--- src/rtl/wb_port_arbiter.sv ---
// Register-file write-port arbiter: stage-5 writeback has priority, long-latency
// unit results queue in a small FIFO with a forced one-cycle drain against starvation.
module wb_port_arbiter #(
   parameter int unsigned DATA_W       = 32,
   parameter int unsigned ADDR_W       = 5,
   parameter int unsigned DEPTH        = 2,
   parameter int unsigned STARVE_LIMIT = 4
) (
   input  logic                     clk,
   input  logic                     rst,
   input  logic                     pipe_wb_valid,
   input  logic [ADDR_W-1:0]        pipe_rd,
   input  logic [DATA_W-1:0]        pipe_data,
   input  logic                     lu_valid,
   input  logic [ADDR_W-1:0]        lu_rd,
   input  logic [DATA_W-1:0]        lu_data,
   output logic                     lu_ready,
   output logic                     stall_pipe,
   output logic                     rf_we,
   output logic [ADDR_W-1:0]        rf_waddr,
   output logic [DATA_W-1:0]        rf_wdata,
   output logic [$clog2(DEPTH):0]   fifo_count
);

   localparam int unsigned PTR_W = $clog2(DEPTH);
   localparam int unsigned CNT_W = $clog2(DEPTH) + 1;
   localparam int unsigned WC_W  = (STARVE_LIMIT > 1) ? $clog2(STARVE_LIMIT) : 1;

   localparam logic [0:0] NORMAL = 1'b0;
   localparam logic [0:0] STALL  = 1'b1;

   logic [0:0]        state;
   logic [WC_W-1:0]   wait_cnt;
   logic [PTR_W-1:0]  rd_ptr;
   logic [PTR_W-1:0]  wr_ptr;
   logic [CNT_W-1:0]  count;
   logic [ADDR_W-1:0] mem_rd   [DEPTH];
   logic [DATA_W-1:0] mem_data [DEPTH];

   logic              full;
   logic              empty;
   logic              enq;
   logic              grant_pipe;
   logic              grant_fifo;
   logic [ADDR_W-1:0] sel_rd;
   logic [DATA_W-1:0] sel_data;

   assign full       = (count == CNT_W'(DEPTH));
   assign empty      = (count == '0);
   assign lu_ready   = ~full & ~rst;
   assign enq        = lu_valid & lu_ready;
   assign stall_pipe = (state == STALL);
   assign fifo_count = count;

   // STALL is only entered with a nonempty FIFO, so the empty guard never masks it.
   always_comb begin
      grant_pipe = (state == NORMAL) & pipe_wb_valid;
      grant_fifo = ~empty & ((state == STALL) | ~pipe_wb_valid);
      sel_rd     = grant_pipe ? pipe_rd   : mem_rd[rd_ptr];
      sel_data   = grant_pipe ? pipe_data : mem_data[rd_ptr];
   end

   always_ff @(posedge clk) begin
      if (enq) begin
         mem_rd[wr_ptr]   <= lu_rd;
         mem_data[wr_ptr] <= lu_data;
      end
   end

   always_ff @(posedge clk or posedge rst) begin
      if (rst) begin
         rd_ptr   <= '0;
         wr_ptr   <= '0;
         count    <= '0;
         state    <= NORMAL;
         wait_cnt <= '0;
         rf_we    <= 1'b0;
         rf_waddr <= '0;
         rf_wdata <= '0;
      end else begin
         if (enq)
            wr_ptr <= wr_ptr + PTR_W'(1);
         if (grant_fifo)
            rd_ptr <= rd_ptr + PTR_W'(1);

         case ({enq, grant_fifo})
            2'b10:   count <= count + CNT_W'(1);
            2'b01:   count <= count - CNT_W'(1);
            default: count <= count;
         endcase

         // Remaining case is a pipe grant while an LU result waits.
         if (grant_fifo || empty) begin
            state    <= NORMAL;
            wait_cnt <= '0;
         end else if (wait_cnt == WC_W'(STARVE_LIMIT - 1)) begin
            state    <= STALL;
            wait_cnt <= '0;
         end else begin
            state    <= NORMAL;
            wait_cnt <= wait_cnt + WC_W'(1);
         end

         if (grant_pipe || grant_fifo) begin
            rf_we    <= (sel_rd != '0);
            rf_waddr <= sel_rd;
            rf_wdata <= sel_data;
         end else begin
            rf_we    <= 1'b0;
         end
      end
   end

endmodule

--- config.mk ---
export PLATFORM = sky130hd
export DESIGN_NAME = wb_port_arbiter
export DESIGN_NICKNAME = d
export VERILOG_FILES = /design/src/rtl/wb_port_arbiter.sv
export SDC_FILE = /design/constraint.sdc
export NUM_CORES = 1
export LEC_CHECK = 0
export ABC_AREA = 1
export BUFFER_PORTS_ARGS = -buffer_cell sky130_fd_sc_hd__buf_2
export CORE_MARGIN = 5
export CORE_UTILIZATION = 56
export CTS_BUF_LIST = sky130_fd_sc_hd__clkbuf_16
export DETAILED_ROUTE_END_ITERATION = 8
export PLACE_DENSITY = 0.84
export SYNTH_ARGS = -nofsm -noshare
export SYNTH_HDL_FRONTEND = slang
export SYNTH_SLANG_ARGS = --single-unit
--- constraint.sdc ---
create_clock -name clk -period 4.3 [get_ports clk]
set_clock_uncertainty 0.15 [all_clocks]
set_input_delay 1.29 -clock clk [delete_from_list [all_inputs] [get_ports clk]]
set_output_delay 1.29 -clock clk [all_outputs]
set_load 0.05 [all_outputs]
==> results of run 1 <==
-- synth_stat cells --
master / instances / area, sq um
a21oi_1: 2 / 10.0
a31oi_1: 17 / 106
buf_2: 8 / 40.0
buf_4: 3 / 22.5
buf_6: 4 / 45.0
clkbuf_1: 2 / 7.51
dfrtp_1: 45 / 1130
edfxtp_1: 74 / 2220
ha_1: 2 / 25.0
inv_1: 9 / 33.8
inv_2: 3 / 11.3
inv_4: 2 / 12.5
mux2i_1: 15 / 150
nand2_1: 71 / 267
nand2_2: 1 / 6.26
nand2_4: 2 / 22.5
nand3_1: 6 / 30.0
nor2_1: 23 / 86.3
nor2_8: 1 / 20.0
nor3_1: 1 / 5.00
o211ai_1: 32 / 240
o21ai_0: 8 / 40.0
or2_2: 17 / 106
xnor2_1: 1 / 8.76
xor2_1: 3 / 26.3
-- worst max-delay path, stage by stage --
cell and delay (ns):
buf_2 0.12, a21oi_1 0.14, buf_2 0.29
-- flip-flops by register name, indices dropped and copies added, names as in the netlist --
register / flops
wait_cnt: 2
stall_pipe: 1
rf_waddr: 5
rf_we: 1
mem_data: 64
rd_ptr: 1
fifo_count: 2
rf_wdata: 32
mem_rd: 10
wr_ptr: 1
-- worst max path at each step --
stage / to
after global placement: lu_ready
after CTS: lu_ready
after floorplan: mem_data[0][0]
after global routing: lu_ready
after detailed placement: lu_ready
final: lu_ready
-- power breakdown --
part / internal, uW / switching (uW) / total, uW
clock network: 841 / 481 / 1320
registers: 1490 / 182 / 1670
logic: 358 / 1010 / 1370
total: 2690 / 1670 / 4370
-- logic make-up after synthesis --
kind of cell    after synthesis  synth area share [%]
mux                          15                  3.21
simple gates                122                  11.6
buf+inv                      31                  3.70
flops                       119                  71.7
compound gates               59                  8.49
fa+ha+maj                     2                 0.536
xor+xnor                      4                 0.750
-- final cells by class --
class / instances / area share, %
Clock buffer: 17 / 7.24
Clock inverter: 15 / 2.36
Inverter: 14 / 0.979
Multi-Input combinational cell: 202 / 19.8
Sequential cell: 119 / 57.0
Tap cell: 105 / 2.23
Timing Repair Buffer: 121 / 10.4
-- metrics by stage --
stage	instance area (sq um)	cells	hold slack [ns]	TNS (ns)
after global routing	5880	593	0.316	0
after CTS	5880	593	0.295	0
after floorplan	4670	352	0.265	-20.62
final	5880	593	0.288	0
after global placement	5310	561	0.275	0
after detailed placement	5310	561	0.288	0
-- layer usage --
metal / up-vias / GRT usage [%] / part of all wire [%]
met5: - / 0 / 0
met1: 1530 / 23.3 / 37
met3: 20 / 6.61 / 6.6
li1: 1507 / - / -
met4: 0 / 9.10 / 2.7
met2: 110 / 36.5 / 54
==> results_dict.tcl, run 1 <==
set metrics [dict create \
    vias_per_cell 5.34 \
    clk_latency_ns 0.40 \
    first_iter_violations 168 \
    drt-total-wl_um 10200 \
    cts_sinks 119 \
    power.density_nw_per_um2 743 \
    portBuffers 119 \
    ctsResizeCount 0 \
    cp.arrival_ns 1.83 \
    fin_crit_ns 3.27 \
    grt_pass1_vias 3367 \
    p_leak_uw 0.00248 \
    whs_path_depth 1 \
    cts_tree "done" \
    grt_overflow 0 \
    post_cts_buffers 0 \
    syn_avg_cell_area_sq_um 13.3 \
    synth_area_sq_um 4670 \
    whs_endpoint "wait_cnt[0]" \
    grt_pass1_wl_um 16000 \
    place.gp.congestion 0.789 \
    ir_drop_uv 504 \
    crit_path_start_kind "input port" \
    area_growth_pct 25.9 \
    start_util_pct 57.1 \
    finalHoldViolCount 0 \
    worstHoldStart "wait_cnt[0]" \
    grt_max_degree 46 \
    maxCapViolations 0 \
    regToRegStartpoint "rd_ptr" \
    layout_common_cells "buf_2, edfxtp_1, nand2_1, dfrtp_1, o211ai_1" \
    clk_pin_slew_ns 0.05 \
    clockBufferDepth 2 \
    synth_nets 432 \
    ys_seq_elements 119 \
    antenna_left 0 \
    syn-instance-count 352 \
    seq_area_frac_synth_pct 71.7 \
    worst_pin_slew_ns 0.969 \
    cts_max_level 4 \
    antenna_found_initial 0 \
    drt_first_pass_iters 4 \
    startpoint "rst" \
    ctsHoldBuffers 0 \
    coreArea_sq_um 8180 \
    fin_crit_sh_pct 76.1 \
    chipWidth_um 101 \
    die_area_sq_um 10300 \
    slew_headroom_pct 35.3 \
    rr_worst_depth 7 \
    slew_violations 0 \
    drive_gt1_share_pct 36.9 \
    crit_path_end_kind "primary output" \
    path_class "in2out" \
    path_max_fanout 2 \
    multi_input_area_sq_um 1160 \
    rr_endpoint "rf_we" \
    setup_violations 0 \
    dp_hpwl_um 6310 \
    seqCellArea_sq_um 3350 \
    critical_path_required_ns 2.86 \
    fmax_mhz 306 \
    drc 0 \
    ios 120 \
    clockRootBuffer "clkbuf_16" \
    min-delay-path-class "reg2reg" \
    rsz0062_at_grt "false" \
    pre_cts_ws_ns 1.03 \
    fin_util_pct 71.9 \
    diodes 0 \
    rows 33 \
    status "finished clean" \
    nFillCells 555 \
    ys_types 25 \
    r2r_slack_ns 1.90 \
    nets 555 \
    setup_ws_ns 1.03 \
    vias 3167 \
    yosysWarnings 0 \
    numCtsBuffers 17 \
    grt_usage_pct 20.8 \
    p_total_uw 4370 \
    wl_per_cell_um 17.2 \
    die_height_um 101 \
    final_common_cell "buf_2" \
]
(Power assumes the default switching activity.)
==> run 2: changes to the inputs <==
CORE_UTILIZATION = 47   (was 56)
PLACE_DENSITY = 0.75   (was 0.84)
clock period = 3 ns   (was 4.3 ns; I/O delays follow)
==> results_dict.tcl, run 2 (synthesis gave the netlist of run 1 again) <==
set metrics [dict create \
    setup_violations 0 \
    power.density_nw_per_um2 1060 \
    maxCapViolations 0 \
    wl_per_cell_um 16.1 \
    switching_share_pct 37.5 \
    grt_usage_pct 18.1 \
    drc 0 \
    place.gp.congestion 0.753 \
    crit_path_end_kind "primary output" \
    final_common_cell "buf_2" \
    clockBufferDepth 2 \
    start_util_pct 48.0 \
    worst_pin_slew_ns 0.632 \
    slew_headroom_pct 57.8 \
    nFillCells 782 \
    coreArea_sq_um 9730 \
    critical_path_required_ns 1.95 \
    ir_drop_uv 527 \
    cts_sinks 119 \
    cts_tree "done" \
    largest_reg_flops 64 \
    clockRootBuffer "clkbuf_16" \
    dp_hpwl_um 6970 \
    path_class "in2out" \
    status "finished clean" \
    finalHoldViolCount 0 \
    grt_max_degree 38 \
    grt_pass1_vias 3325 \
    holdWs_ns 0.291 \
    antenna_left 0 \
    grt_pass1_wl_um 16000 \
    design_area_sq_um 6020 \
    nets 562 \
    p_sw_uw 2390 \
    drt_first_pass_iters 4 \
    reg.largest.list "mem_data x64, rf_wdata x32, mem_rd x10" \
    layout_common_cells "buf_2, edfxtp_1, nand2_1, dfrtp_1, o211ai_1" \
    fin_crit_ns 2.49 \
    rsz0062_at_grt "false" \
    clk_latency_ns 0.40 \
    portBuffers 119 \
    crit_path_start_kind "input port" \
    chipWidth_um 110 \
    antenna_found_initial 2 \
    clk_pin_slew_ns 0.05 \
    ios 120 \
    ctsResizeCount 0 \
    dpl_cell_area_sq_um 5430 \
    p_leak_uw 0.00253 \
    slew_violations 0 \
    critPathSlowestCell "buf_2" \
    critPathBufInv 2 \
    die_area_sq_um 12000 \
    power_frac_comb_pct 32.2 \
    fmax_mhz 402 \
    area_growth_pct 28.9 \
    rows 36 \
    power_frac_clock_pct 31.0 \
    ctsHoldBuffers 0 \
    drive_gt1_share_pct 38.2 \
    cp_common_cell "buf_2" \
    rr_worst_depth 7 \
    largest-register "mem_data" \
    post_cts_buffers 0 \
    vias 3138 \
    whs_path_depth 1 \
    numCtsBuffers 17 \
    min-delay-path-class "reg2reg" \
    fin_crit_sh_pct 82.9 \
    path_depth 3 \
    crit_chain "buf_2, a21oi_2, buf_2" \
    die_height_um 110 \
    path_max_fanout 2 \
    vias_per_cell 5.00 \
    diodes 0 \
    drt-total-wl_um 10100 \
    grt_overflow 0 \
    critPathTopFamily "buffers and inverters" \
    first_iter_violations 136 \
    p_int_uw 3980 \
    cp.arrival_ns 1.44 \
    fin_tns_setup_ns 0 \
    cts_max_level 4 \
    max_stage_delay_ns 0.29 \
    p_seq_share_pct 36.9 \
]
run 2: cell count changes in the layout (fill, tap and decap cells not counted):
cell / change
bufinv_16: +1
clkinv_1: -2
clkinvlp_4: +1
buf_4: +5
buf_12: +2
inv_1: +1
a21oi_2: +1
a21oi_1: -1
clkinv_4: -1
run 2: area by class of cell:
| type | instances | area [sq um] | share of cell area [%] |
|---|---|---|---|
| sequential | 119 | 3350 | 55.6 |
| tap | 133 | 166 | 2.76 |
| clock buffer | 17 | 425 | 7.07 |
| inverter | 14 | 57.6 | 0.956 |
| multi-input combinational | 202 | 1170 | 19.4 |
| timing repair buffer | 128 | 688 | 11.4 |
| clock inverter | 15 | 164 | 2.72 |
run 2: path summary, 6_finish.rpt:
path | to | start | slack [ns]
setup / recovery | lu_ready | rst | 0.51
hold / removal | wait_cnt[0] | wait_cnt[0] | 0.29
setup reg to reg | fifo_count[1] | fifo_count[0] | 1.11
hold reg to reg | wait_cnt[0] | wait_cnt[0] | 0.29
max in group asynchronous | rd_ptr | rst | 1.63
min in group asynchronous | rf_wdata[1] | rst | 0.34
run 2: stage by stage:
stage | cells | setup slack (ns) | util [%] | total power, uW
2_1_floorplan | 352 | 0.117 | - | 3930
3_3_place_gp | 596 | 0.554 | 55.8 | 4390
3_5_place_dp | 596 | 0.515 | 55.8 | 4450
4_1_cts | 628 | 0.515 | 61.9 | 6430
5_1_grt | 628 | 0.494 | 61.9 | 6700
6_report | 628 | 0.513 | 61.9 | 6380
run 2: per-layer routing:
| layer | up-vias | part of all wire, % | track usage, % |
|---|---|---|---|
| met2 | 110 | 49 | 30.3 |
| met1 | 1488 | 40 | 20.6 |
| li1 | 1518 | - | - |
| met5 | - | 0.14 | 0 |
| met3 | 18 | 8.6 | 6.75 |
| met4 | 4 | 2.2 | 8.19 |
run 2: power by group through the flow:
stage               combinational, uW  clock (uW)  sequential [uW]
finish                           2050        1980             2350
detailed placement               2070           0             2380
global route                     2200        2100             2400
global placement                 2020           0             2370
CTS                              2070        2010             2360
floorplan                         828           0             3110
==> run 3: changes to the inputs <==
ABC_AREA = 0   (was 1)
CORE_UTILIZATION = 52   (was 47)
PLACE_DENSITY = 0.79   (was 0.75)
clock period = 2.35 ns   (was 3 ns; I/O delays follow)
==> results_dict.tcl, run 3 <==
set metrics [dict create \
    vias 3065 \
    fin_crit_sh_pct 94.4 \
    nFillCells 626 \
    layout_common_cells "buf_2, edfxtp_1, dfrtp_1, nor2_1, nand2_1" \
    ys_seq_elements 119 \
    crit_path_start_kind "flip-flop" \
    power.density_nw_per_um2 1360 \
    clockBufferDepth 2 \
    drive_gt1_share_pct 35.9 \
    wl_per_cell_um 15.6 \
    synth_area_leaders "edfxtp_1, dfrtp_1, mux2i_1" \
    cts_max_level 4 \
    clk_latency_ns 0.40 \
    cts_tree "done" \
    synth_most_common_cell "edfxtp_1" \
    path_class "reg2out" \
    drt-total-wl_um 9280 \
    die_height_um 105 \
    grt_pass1_vias 3191 \
    critical_path_required_ns 1.49 \
    start_util_pct 53.6 \
    dp_hpwl_um 6320 \
    area_growth_pct 29.9 \
    synth_nets 427 \
    coreArea_sq_um 8720 \
    slew_violations 0 \
    antenna_found_initial 0 \
    yosysWarnings 0 \
    rsz0062_at_grt "false" \
    drt_first_pass_iters 4 \
    grt_usage_pct 17.8 \
    grt.met3_usage_pct 6.78 \
    p_total_uw 8250 \
    largest_reg_flops 64 \
    chipWidth_um 105 \
    cts_sinks 119 \
    synth_area_sq_um 4670 \
    seq_area_frac_synth_pct 71.6 \
    fin_util_pct 69.6 \
    numCtsBuffers 17 \
    met1_usage_pct 20.5 \
    grt_overflow 0 \
    syn_avg_cell_area_sq_um 13.5 \
    first_iter_violations 92 \
    place.gp.congestion 0.736 \
    rows 34 \
    use_met2_pct 30.4 \
    yosysTopAreaCell "edfxtp_1" \
    clk_pin_slew_ns 0.05 \
    setup_violations 0 \
    fin_tns_setup_ns 0 \
    nets 555 \
    grt_pass1_wl_um 15200 \
    p_leak_uw 0.00263 \
    min-delay-path-class "in2async" \
    fin_crit_ns 2.22 \
    r2r_slack_ns 0.67 \
    worst_pin_slew_ns 0.356 \
    drc 0 \
    largest-register "mem_data" \
    portBuffers 119 \
    reg.largest.list "mem_data x64, rf_wdata x32, mem_rd x10" \
    cp.arrival_ns 1.36 \
    synth.top_cells.by_count "edfxtp_1, dfrtp_1, nor2_1" \
    post_cts_buffers 0 \
    path_max_fanout 6 \
    synth_top_area_share_pct 47.5 \
    antenna_left 0 \
    crit_path_end_kind "primary output" \
    seqCellArea_sq_um 3350 \
    fmax_mhz 451 \
    syn-instance-count 347 \
    ctsHoldBuffers 0 \
    diodes 0 \
    ios 120 \
    synthArstFlopShare_pct 37.8 \
    clockRootBuffer "clkbuf_16" \
    synth_ff_type "edfxtp_1" \
    vias_per_cell 5.14 \
    ir_drop_uv 944 \
    ys_types 25 \
    synth_edf_count 74 \
    grt.busiest_layer "met2" \
    slew_headroom_pct 76.3 \
    multi_input_area_sq_um 1230 \
    finalHoldViolCount 0 \
    status "finished clean" \
    ctsResizeCount 0 \
    final_common_cell "buf_2" \
    die_area_sq_um 11000 \
    grt_max_degree 62 \
    maxCapViolations 0 \
]
run 3: cell families (layout without fill, tap and decap cells):
logic type / after synthesis / in the layout / share of synthesized area [%]
multiplexers: 39 / 39 / 8.51
AO/OA/AOI/OAI: 75 / 75 / 8.27
flip-flops: 119 / 119 / 71.6
buffers and inverters: 22 / 163 / 2.78
AND/OR/NAND/NOR: 85 / 85 / 7.33
XOR/XNOR: 5 / 5 / 0.937
adder cells (fa/ha/maj): 2 / 2 / 0.535
run 3: power breakdown:
group	leakage (uW)	switching [uW]	total [uW]	internal (uW)
Combinational	0.00112	1870	2710	837
Clock	0.000295	880	2640	1760
Sequential	0.00122	219	2900	2690
Total	0.00263	2970	8250	5280
run 3: metrics by stage:
| step | instances | hold slack [ns] | area, sq um | setup WS (ns) |
|---|---|---|---|---|
| after floorplan | 347 | 0.262 | 4700 | -0.00407 |
| after global placement | 564 | 0.272 | 5460 | 0.219 |
| after detailed placement | 564 | 0.292 | 5460 | 0.219 |
| after CTS | 596 | 0.0808 | 6070 | 0.108 |
| after global routing | 596 | 0.0900 | 6070 | 0.0618 |
| final | 596 | 0.0944 | 6070 | 0.132 |
run 3: worst paths after layout:
kind | from | to | cells after the start
worst max register to register | stall_pipe | rf_we | 4
max in group asynchronous | rst | rd_ptr | 3
min in group clk | wait_cnt[0] | wait_cnt[0] | 1
worst min-delay path | rst | rf_wdata[30] | 2
worst max-delay path | fifo_count[0] | lu_ready | 3
worst min register to register | wait_cnt[0] | wait_cnt[0] | 1
run 3: critical path, stage by stage (launching register included):
cell	delay, ns
dfrtp_2	0.44
inv_2	0.06
a21oi_4	0.16
buf_2	0.30
run 3: metal layers:
metal | routed length, um | share of wire [%]
met4 | 72 | 0.78
met2 | 4770 | 51
met1 | 3800 | 41
met3 | 629 | 6.8
met5 | 0 | 0
run 3: area by class of cell:
cell class	count	area share [%]
Sequential cell	119	55.2
Clock inverter	15	3.07
Inverter	2	0.124
Multi-Input combinational cell	206	20.3
Timing Repair Buffer	129	12.1
Tap cell	108	2.22
Clock buffer	17	7.00
